### src/rtl/fwd_hazard_unit.sv
// fwd_hazard_unit
// Forwarding-select and hazard-detection unit beside the ID stage.
//  - Chooses a forwarding source for every ALU operand (nearest stage wins).
//  - Detects load-use hazards and hazards against one outstanding multi-cycle
//    (MC) operation tracked by a small IDLE/BUSY/DONE scoreboard.
//  - Raises stall/bubble_ex until the producing result is available.
//
// Ports
//  clk, rst            : rising-edge clock, synchronous active-high reset
//  rs_id/rs_used_id    : ID source addresses (packed per source) and valids
//  rd_id/regwrite_id   : ID destination and its write enable
//  mc_op_id            : ID instruction is an MC op
//  rd_stage/regwrite_stage : destination/write enable per forwarding stage
//  memread_ex          : stage 0 holds a load
//  mc_issue_ex/mc_rd_ex: MC op issuing from EX and its destination
//  fwd_sel             : per source, 0 = register file, k = stage k-1
//  stall/bubble_ex     : combinational hazard outputs
//  mc_busy/mc_done/mc_rd/mc_err : scoreboard status
//  stall_cnt           : saturating stall-cycle counter
//
// Build option: define FWD_HAZARD_STALL_CNT_EN to enable stall_cnt;
// otherwise stall_cnt is tied to zero.

module fwd_hazard_unit #(
  parameter int unsigned REG_ADDR_W = 5,
  parameter int unsigned NUM_SRC    = 2,
  parameter int unsigned FWD_DEPTH  = 2,
  parameter int unsigned MC_LAT     = 4,
  parameter int unsigned SEL_W      = $clog2(FWD_DEPTH + 1)
) (
  input  logic                            clk,
  input  logic                            rst,
  input  logic [NUM_SRC*REG_ADDR_W-1:0]   rs_id,
  input  logic [NUM_SRC-1:0]              rs_used_id,
  input  logic [REG_ADDR_W-1:0]           rd_id,
  input  logic                            regwrite_id,
  input  logic                            mc_op_id,
  input  logic [FWD_DEPTH*REG_ADDR_W-1:0] rd_stage,
  input  logic [FWD_DEPTH-1:0]            regwrite_stage,
  input  logic                            memread_ex,
  input  logic                            mc_issue_ex,
  input  logic [REG_ADDR_W-1:0]           mc_rd_ex,
  output logic [NUM_SRC*SEL_W-1:0]        fwd_sel,
  output logic                            stall,
  output logic                            bubble_ex,
  output logic                            mc_busy,
  output logic                            mc_done,
  output logic [REG_ADDR_W-1:0]           mc_rd,
  output logic                            mc_err,
  output logic [31:0]                     stall_cnt
);

  localparam int unsigned CNT_W = $clog2(MC_LAT + 1);

  typedef enum logic [1:0] {
    IDLE = 2'd0,
    BUSY = 2'd1,
    DONE = 2'd2
  } state_e;

  state_e                  state_q, state_d;
  logic [CNT_W-1:0]        cnt_q, cnt_d;
  logic [REG_ADDR_W-1:0]   mc_rd_q, mc_rd_d;
  logic                    mc_err_q, mc_err_d;

  logic                    trk_busy_v;
  logic                    trk_iss_v;
  logic                    hazard;
  logic                    stall_c;

  // Forwarding select: scan oldest to nearest so the nearest match wins.
  always_comb begin
    logic [REG_ADDR_W-1:0] rs;
    fwd_sel = '0;
    rs      = '0;
    for (int i = 0; i < int'(NUM_SRC); i++) begin
      rs = rs_id[i*REG_ADDR_W +: REG_ADDR_W];
      for (int k = int'(FWD_DEPTH) - 1; k >= 0; k--) begin
        if (rs_used_id[i] && (rs != '0) && regwrite_stage[k] &&
            (rd_stage[k*REG_ADDR_W +: REG_ADDR_W] == rs)) begin
          fwd_sel[i*SEL_W +: SEL_W] = SEL_W'(k + 1);
        end
      end
    end
  end

  // A tracked MC destination of x0 never creates a hazard.
  assign trk_busy_v = (state_q != IDLE) && (mc_rd_q != '0);
  assign trk_iss_v  = mc_issue_ex && (mc_rd_ex != '0);

  // Hazard detection: load-use, MC RAW, MC WAW, MC structural.
  always_comb begin
    logic [REG_ADDR_W-1:0] rs;
    logic [REG_ADDR_W-1:0] rd0;
    hazard = 1'b0;
    rs     = '0;
    rd0    = rd_stage[REG_ADDR_W-1:0];
    for (int i = 0; i < int'(NUM_SRC); i++) begin
      rs = rs_id[i*REG_ADDR_W +: REG_ADDR_W];
      if (rs_used_id[i]) begin
        if (memread_ex && regwrite_stage[0] && (rd0 != '0) && (rs == rd0)) begin
          hazard = 1'b1;
        end
        if (trk_busy_v && (rs == mc_rd_q)) begin
          hazard = 1'b1;
        end
        if (trk_iss_v && (rs == mc_rd_ex)) begin
          hazard = 1'b1;
        end
      end
    end
    if (regwrite_id && ((trk_busy_v && (rd_id == mc_rd_q)) ||
                        (trk_iss_v  && (rd_id == mc_rd_ex)))) begin
      hazard = 1'b1;
    end
    if (mc_op_id && (trk_busy_v || trk_iss_v)) begin
      hazard = 1'b1;
    end
  end

  // Overlapping hazards collapse into one stall; nothing stalls during reset.
  assign stall_c   = hazard && !rst;
  assign stall     = stall_c;
  assign bubble_ex = stall_c;

  // Scoreboard next-state: counter loaded with MC_LAT-1 so BUSY lasts MC_LAT cycles.
  always_comb begin
    state_d  = state_q;
    cnt_d    = cnt_q;
    mc_rd_d  = mc_rd_q;
    mc_err_d = mc_err_q;
    if (mc_issue_ex && (state_q != IDLE)) begin
      mc_err_d = 1'b1;
    end
    case (state_q)
      IDLE: begin
        if (mc_issue_ex) begin
          mc_rd_d = mc_rd_ex;
          cnt_d   = CNT_W'(MC_LAT - 1);
          state_d = BUSY;
        end
      end
      BUSY: begin
        if (cnt_q == '0) begin
          state_d = DONE;
        end else begin
          cnt_d = cnt_q - CNT_W'(1);
        end
      end
      DONE: begin
        state_d = IDLE;
      end
      default: begin
        state_d = IDLE;
      end
    endcase
  end

  // Scoreboard registers.
  always_ff @(posedge clk) begin
    if (rst) begin
      state_q  <= IDLE;
      cnt_q    <= '0;
      mc_rd_q  <= '0;
      mc_err_q <= 1'b0;
    end else begin
      state_q  <= state_d;
      cnt_q    <= cnt_d;
      mc_rd_q  <= mc_rd_d;
      mc_err_q <= mc_err_d;
    end
  end

  assign mc_busy = (state_q != IDLE);
  assign mc_done = (state_q == DONE);
  assign mc_rd   = mc_rd_q;
  assign mc_err  = mc_err_q;

`ifdef FWD_HAZARD_STALL_CNT_EN
  logic [31:0] stall_cnt_q, stall_cnt_d;

  // Saturating count of stalled cycles.
  always_comb begin
    stall_cnt_d = stall_cnt_q;
    if (stall_c && (stall_cnt_q != '1)) begin
      stall_cnt_d = stall_cnt_q + 32'd1;
    end
  end

  always_ff @(posedge clk) begin
    if (rst) begin
      stall_cnt_q <= '0;
    end else begin
      stall_cnt_q <= stall_cnt_d;
    end
  end

  assign stall_cnt = stall_cnt_q;
`else
  assign stall_cnt = '0;
`endif

endmodule

### config.mk
export PLATFORM = sky130hd
export DESIGN_NAME = fwd_hazard_unit
export DESIGN_NICKNAME = d
export VERILOG_FILES = /design/src/rtl/fwd_hazard_unit.sv
export SDC_FILE = /design/constraint.sdc
export NUM_CORES = 1
export LEC_CHECK = 0
export ABC_AREA = 1
export CELL_PAD_IN_SITES_DETAIL_PLACEMENT = 1
export CELL_PAD_IN_SITES_GLOBAL_PLACEMENT = 1
export CORE_MARGIN = 4
export CORE_UTILIZATION = 23
export DETAILED_ROUTE_END_ITERATION = 8
export GPL_ROUTABILITY_DRIVEN = 1
export PLACE_DENSITY_LB_ADDON = 0.1
export SYNTH_ARGS = -nofsm -noshare
export SYNTH_HDL_FRONTEND = slang
export SYNTH_SLANG_ARGS = --single-unit
### constraint.sdc
create_clock -name clk -period 1.2 [get_ports clk]
set_input_delay 0.18 -clock clk [delete_from_list [all_inputs] [get_ports clk]]
set_output_delay 0.18 -clock clk [all_outputs]
set_load 0.01 [all_outputs]
==> summary.txt <==
Routing
  – Initial drt markers: 14
  – Avg WL per Cell: 13.7 microns
  – Antenna-violating nets left: 0
  – DR vias: roughly 1,900
  – First-pass iteration count of the detailed router: 3
  – Routed wire length: 6.44 mm
  – DRC violations left: 0
  – Via-to-Cell Ratio: 4.14

Clock network
  – CTS tree: done
  – Largest buffer count on any clock path: 2
  – Skew-Pair Late Insertion Delay: 0.24 ns
  – Clock-pin slew on the worst setup and hold paths: ~0.050 ns
  – Cts bufs inserted: 3
  – CTS H-tree lvls: 1
  – CTS Hold Bufs: 0
  – Root buf cell: clkbuf_8
  – CTS sink cnt: 11

Global routing
  – GRT Util Overall: 0.149
  – Vias in the first global route: 2,061
  – Initial antenna violation count: 0
  – First-pass GRT wire length: 10.2 mm
  – Gr ovfl total: 0
  – Largest net degree at the start of global routing: 12

Logic synthesis
  – Top-area cell type share of the netlist area: 0.157
  – Adder-cell share of the synthesized area: 0.0154
  – Post-synthesis cell area: 0.00162 sq mm
  – Mux share of post-synthesis cell area: 0
  – Syn Inst Count: around 270
  – Synthesized flop and latch total: 11
  – Complex-gate fraction of the synthesized area: 0.102
  – XOR/XNOR share of the synthesized area: 0.135
  – Post-synth top area cell: buf_4
  – Synth warnings: 0
  – Seq/Total Area, Yosys: 0.136
  – Mean cell area of the mapped netlist: 6.03 sq um
  – Post-Synth Simple-Gate Area: 0.353
  – Largest family of logic cells by synthesized area: simple AND/OR/NAND/NOR gates
  – Post-synth cell types: 33
  – Synth area leaders: buf_4, nand2_1, dfxtp_1

Setup path
  – Delay of the slowest critical-path stage: 0.39 ns
  – Max FO, Critical Path: 5
  – Slowest stage cell, crit path: dfxtp_4
  – CP Class: reg2out
  – Worst EP arrival: 1.53 ns
  – Crit end category: output pin
  – Cell mode on critical path: nand2_1
  – CP Launch Type: register
  – Crit path cell chain: inv_4 -> nand2_1 -> o21ai_1 -> nor2_1 -> nand3_1 -> nand2_1 -> nand2_1 -> nand2_1 -> nor2_2 -> nor2_2 -> buf_2
  – Critical path required time: 1.02 ns

Die
  – Height of the die: 92.0 microns
  – Total die area: 0.00846 sq mm
  – Die X-Extent: 92.0 microns
  – Initial Util: 0.237
  – Row Count: 30
  – Core area: just under 0.007 sq mm
  – I/O pin count: 86

Layout
  – ANT cells: 0
  – Fillers: 893
  – Share of layout cells above drive strength 1: 0.442
  – Layout Nets: 416
  – Syn-to-layout area delta: 73.4%
  – Design area: 0.00281 sq mm
  – Final Core Density: 0.412

Place
  – Hpwl dp: just over 5 mm
  – Dpl cell area: 0.00248 sq mm
  – PortBufs: 53
  – Setup WS pre-CTS: -1.21 ns
  – Routability Congestion: 0.765

Timing
  – RSZ-0062 raised after global routing: yes
  – Final hold violation count: 0
  – Period Utilization, post-route: 1.43
  – Slew Limit Fails: 0
  – Post-route clock skew: about 0.00056 ns
  – Final min period: 1.71 ns
  – Finish-stage setup viols: 6
  – Setup_tns: -1.58 ns
  – Setup ws final: -0.514 ns
  – F_max: 583 MHz

Run
  – Max_cap viols: 0

Power
  – Gate power share: 0.573
  – Clock power frac: 0.192
  – Register share of total power: 0.235
  – Net Switching: 785 uW
  – LEAKAGE: 1.42 nW
  – Worst VDD drop: 703 uV
  – Sw frac: 0.395
  – Internal: 1.20 mW
  – Overall power: 1.99 mW
  – PwrDens: 707 mW/mm^2

Outcome
  – Outcome: finished, violations left
  – Failing checks: setup timing

Hold path
  – Hold Crit Class: in2reg
-- per-stage QoR --
stage               cells  hold slack [ns]
CTS                   462            0.461
floorplan             300            0.249
detailed placement    454            0.471
global route          469            0.503
finish                469            0.459
global placement      454            0.465
-- cell usage after synthesis (all sizes together) --
cell    instances
a211oi          6
a21oi           4
a221oi          1
buf            40
conb            1
dfxtp          11
ha              2
inv            33
nand2          63
nand3          16
nand3b          1
nand4           3
nor2           41
nor3            5
nor4            1
o211ai          1
o21ai           9
o22ai           3
o41ai           1
or2             2
xnor2           8
xor2           17
-- cells in the final DEF (no fill, tap or decap), types with 2 or more instances in the layout --
master,instances
a211oi_1,5
a21oi_1,2
buf_12,3
buf_2,10
buf_4,49
buf_6,15
clkbuf_2,7
clkbuf_8,3
clkdlybuf4s50_1,7
conb_1,32
dfxtp_1,3
dfxtp_2,3
dfxtp_4,5
dlygate4sd2_1,15
inv_1,8
inv_2,16
inv_4,7
nand2_1,51
nand2_2,9
nand2_4,3
nand3_1,12
nand3_4,4
nand4_1,3
nor2_1,31
nor2_2,4
nor2_4,6
nor3_2,4
o21ai_1,7
o22ai_2,2
or2_2,2
xnor2_1,6
xnor2_2,2
xor2_1,17
-- worst max-delay path, delay by kind of cell (launching register included) --
kind | cells | cell delay [ns]
AND/OR/NAND/NOR | 8 | 0.63
buffers and inverters | 2 | 0.20
flip-flops | 1 | 0.39
AO/OA/AOI/OAI | 1 | 0.06
-- registers in the layout (all words and copies together), names as in the netlist --
signal and cells:
mc_rd 5, cnt_q 3, mc_err 1, state_q 2
-- cell families (layout without fill, tap and decap cells) --
logic type / count (synthesis) / count (layout)
AO/OA/AOI/OAI: 25 / 25
XOR/XNOR: 25 / 25
adder cells (fa/ha/maj): 2 / 2
buffers and inverters: 73 / 146
flip-flops: 11 / 11
other: 1 / 32
AND/OR/NAND/NOR: 132 / 132
-- final timing paths --
| path | from | to | slack (ns) | cells after the start |
|---|---|---|---|---|
| hold / removal | mc_rd_ex[1] | mc_rd[1] | 0.46 | 3 |
| setup / recovery | mc_rd[0] | stall | -0.51 | 11 |
| hold reg to reg | mc_err | mc_err | 0.48 | 2 |
| setup reg to reg | cnt_q[0] | cnt_q[2] | 0.01 | 8 |
-- layout make-up --
cell class / instances / area (sq um) / share of cell area
flip-flops and latches: 11 / 243 / 0.0863
repair buffers: 109 / 921 / 0.328
inverters: 33 / 159 / 0.0565
multi-input cells: 216 / 1320 / 0.471
clock buffers: 4 / 45.0 / 0.0160
well taps: 96 / 120 / 0.0427
-- metal layers --
metal / track usage / share of wire / vias up
met5: 0 / 0 / -
met4: 0.0235 / 0.0095 / 0
met3: 0.0230 / 0.046 / 6
met2: 0.288 / 0.53 / 49
met1: 0.174 / 0.41 / 886
li1: - / - / 999
-- repair_timing --
action | CTS | global route
pin swaps | 28 | 26
setup endpoints to repair | 17 | 13
endpoints found under the hold margin | 0 | 0
resized for setup | 169 | 70
setup buffers | 5 | 8
-- power by group through the flow --
stage	clock network (mW)	logic [mW]	registers [mW]
after CTS	0.401	1.02	0.460
after floorplan	0	0.547	0.456
after global placement	0	0.966	0.461
after global routing	0.422	1.25	0.474
final	0.382	1.14	0.467
after detailed placement	0	0.974	0.461
Note: power is estimated with default switching activity, not from simulation.
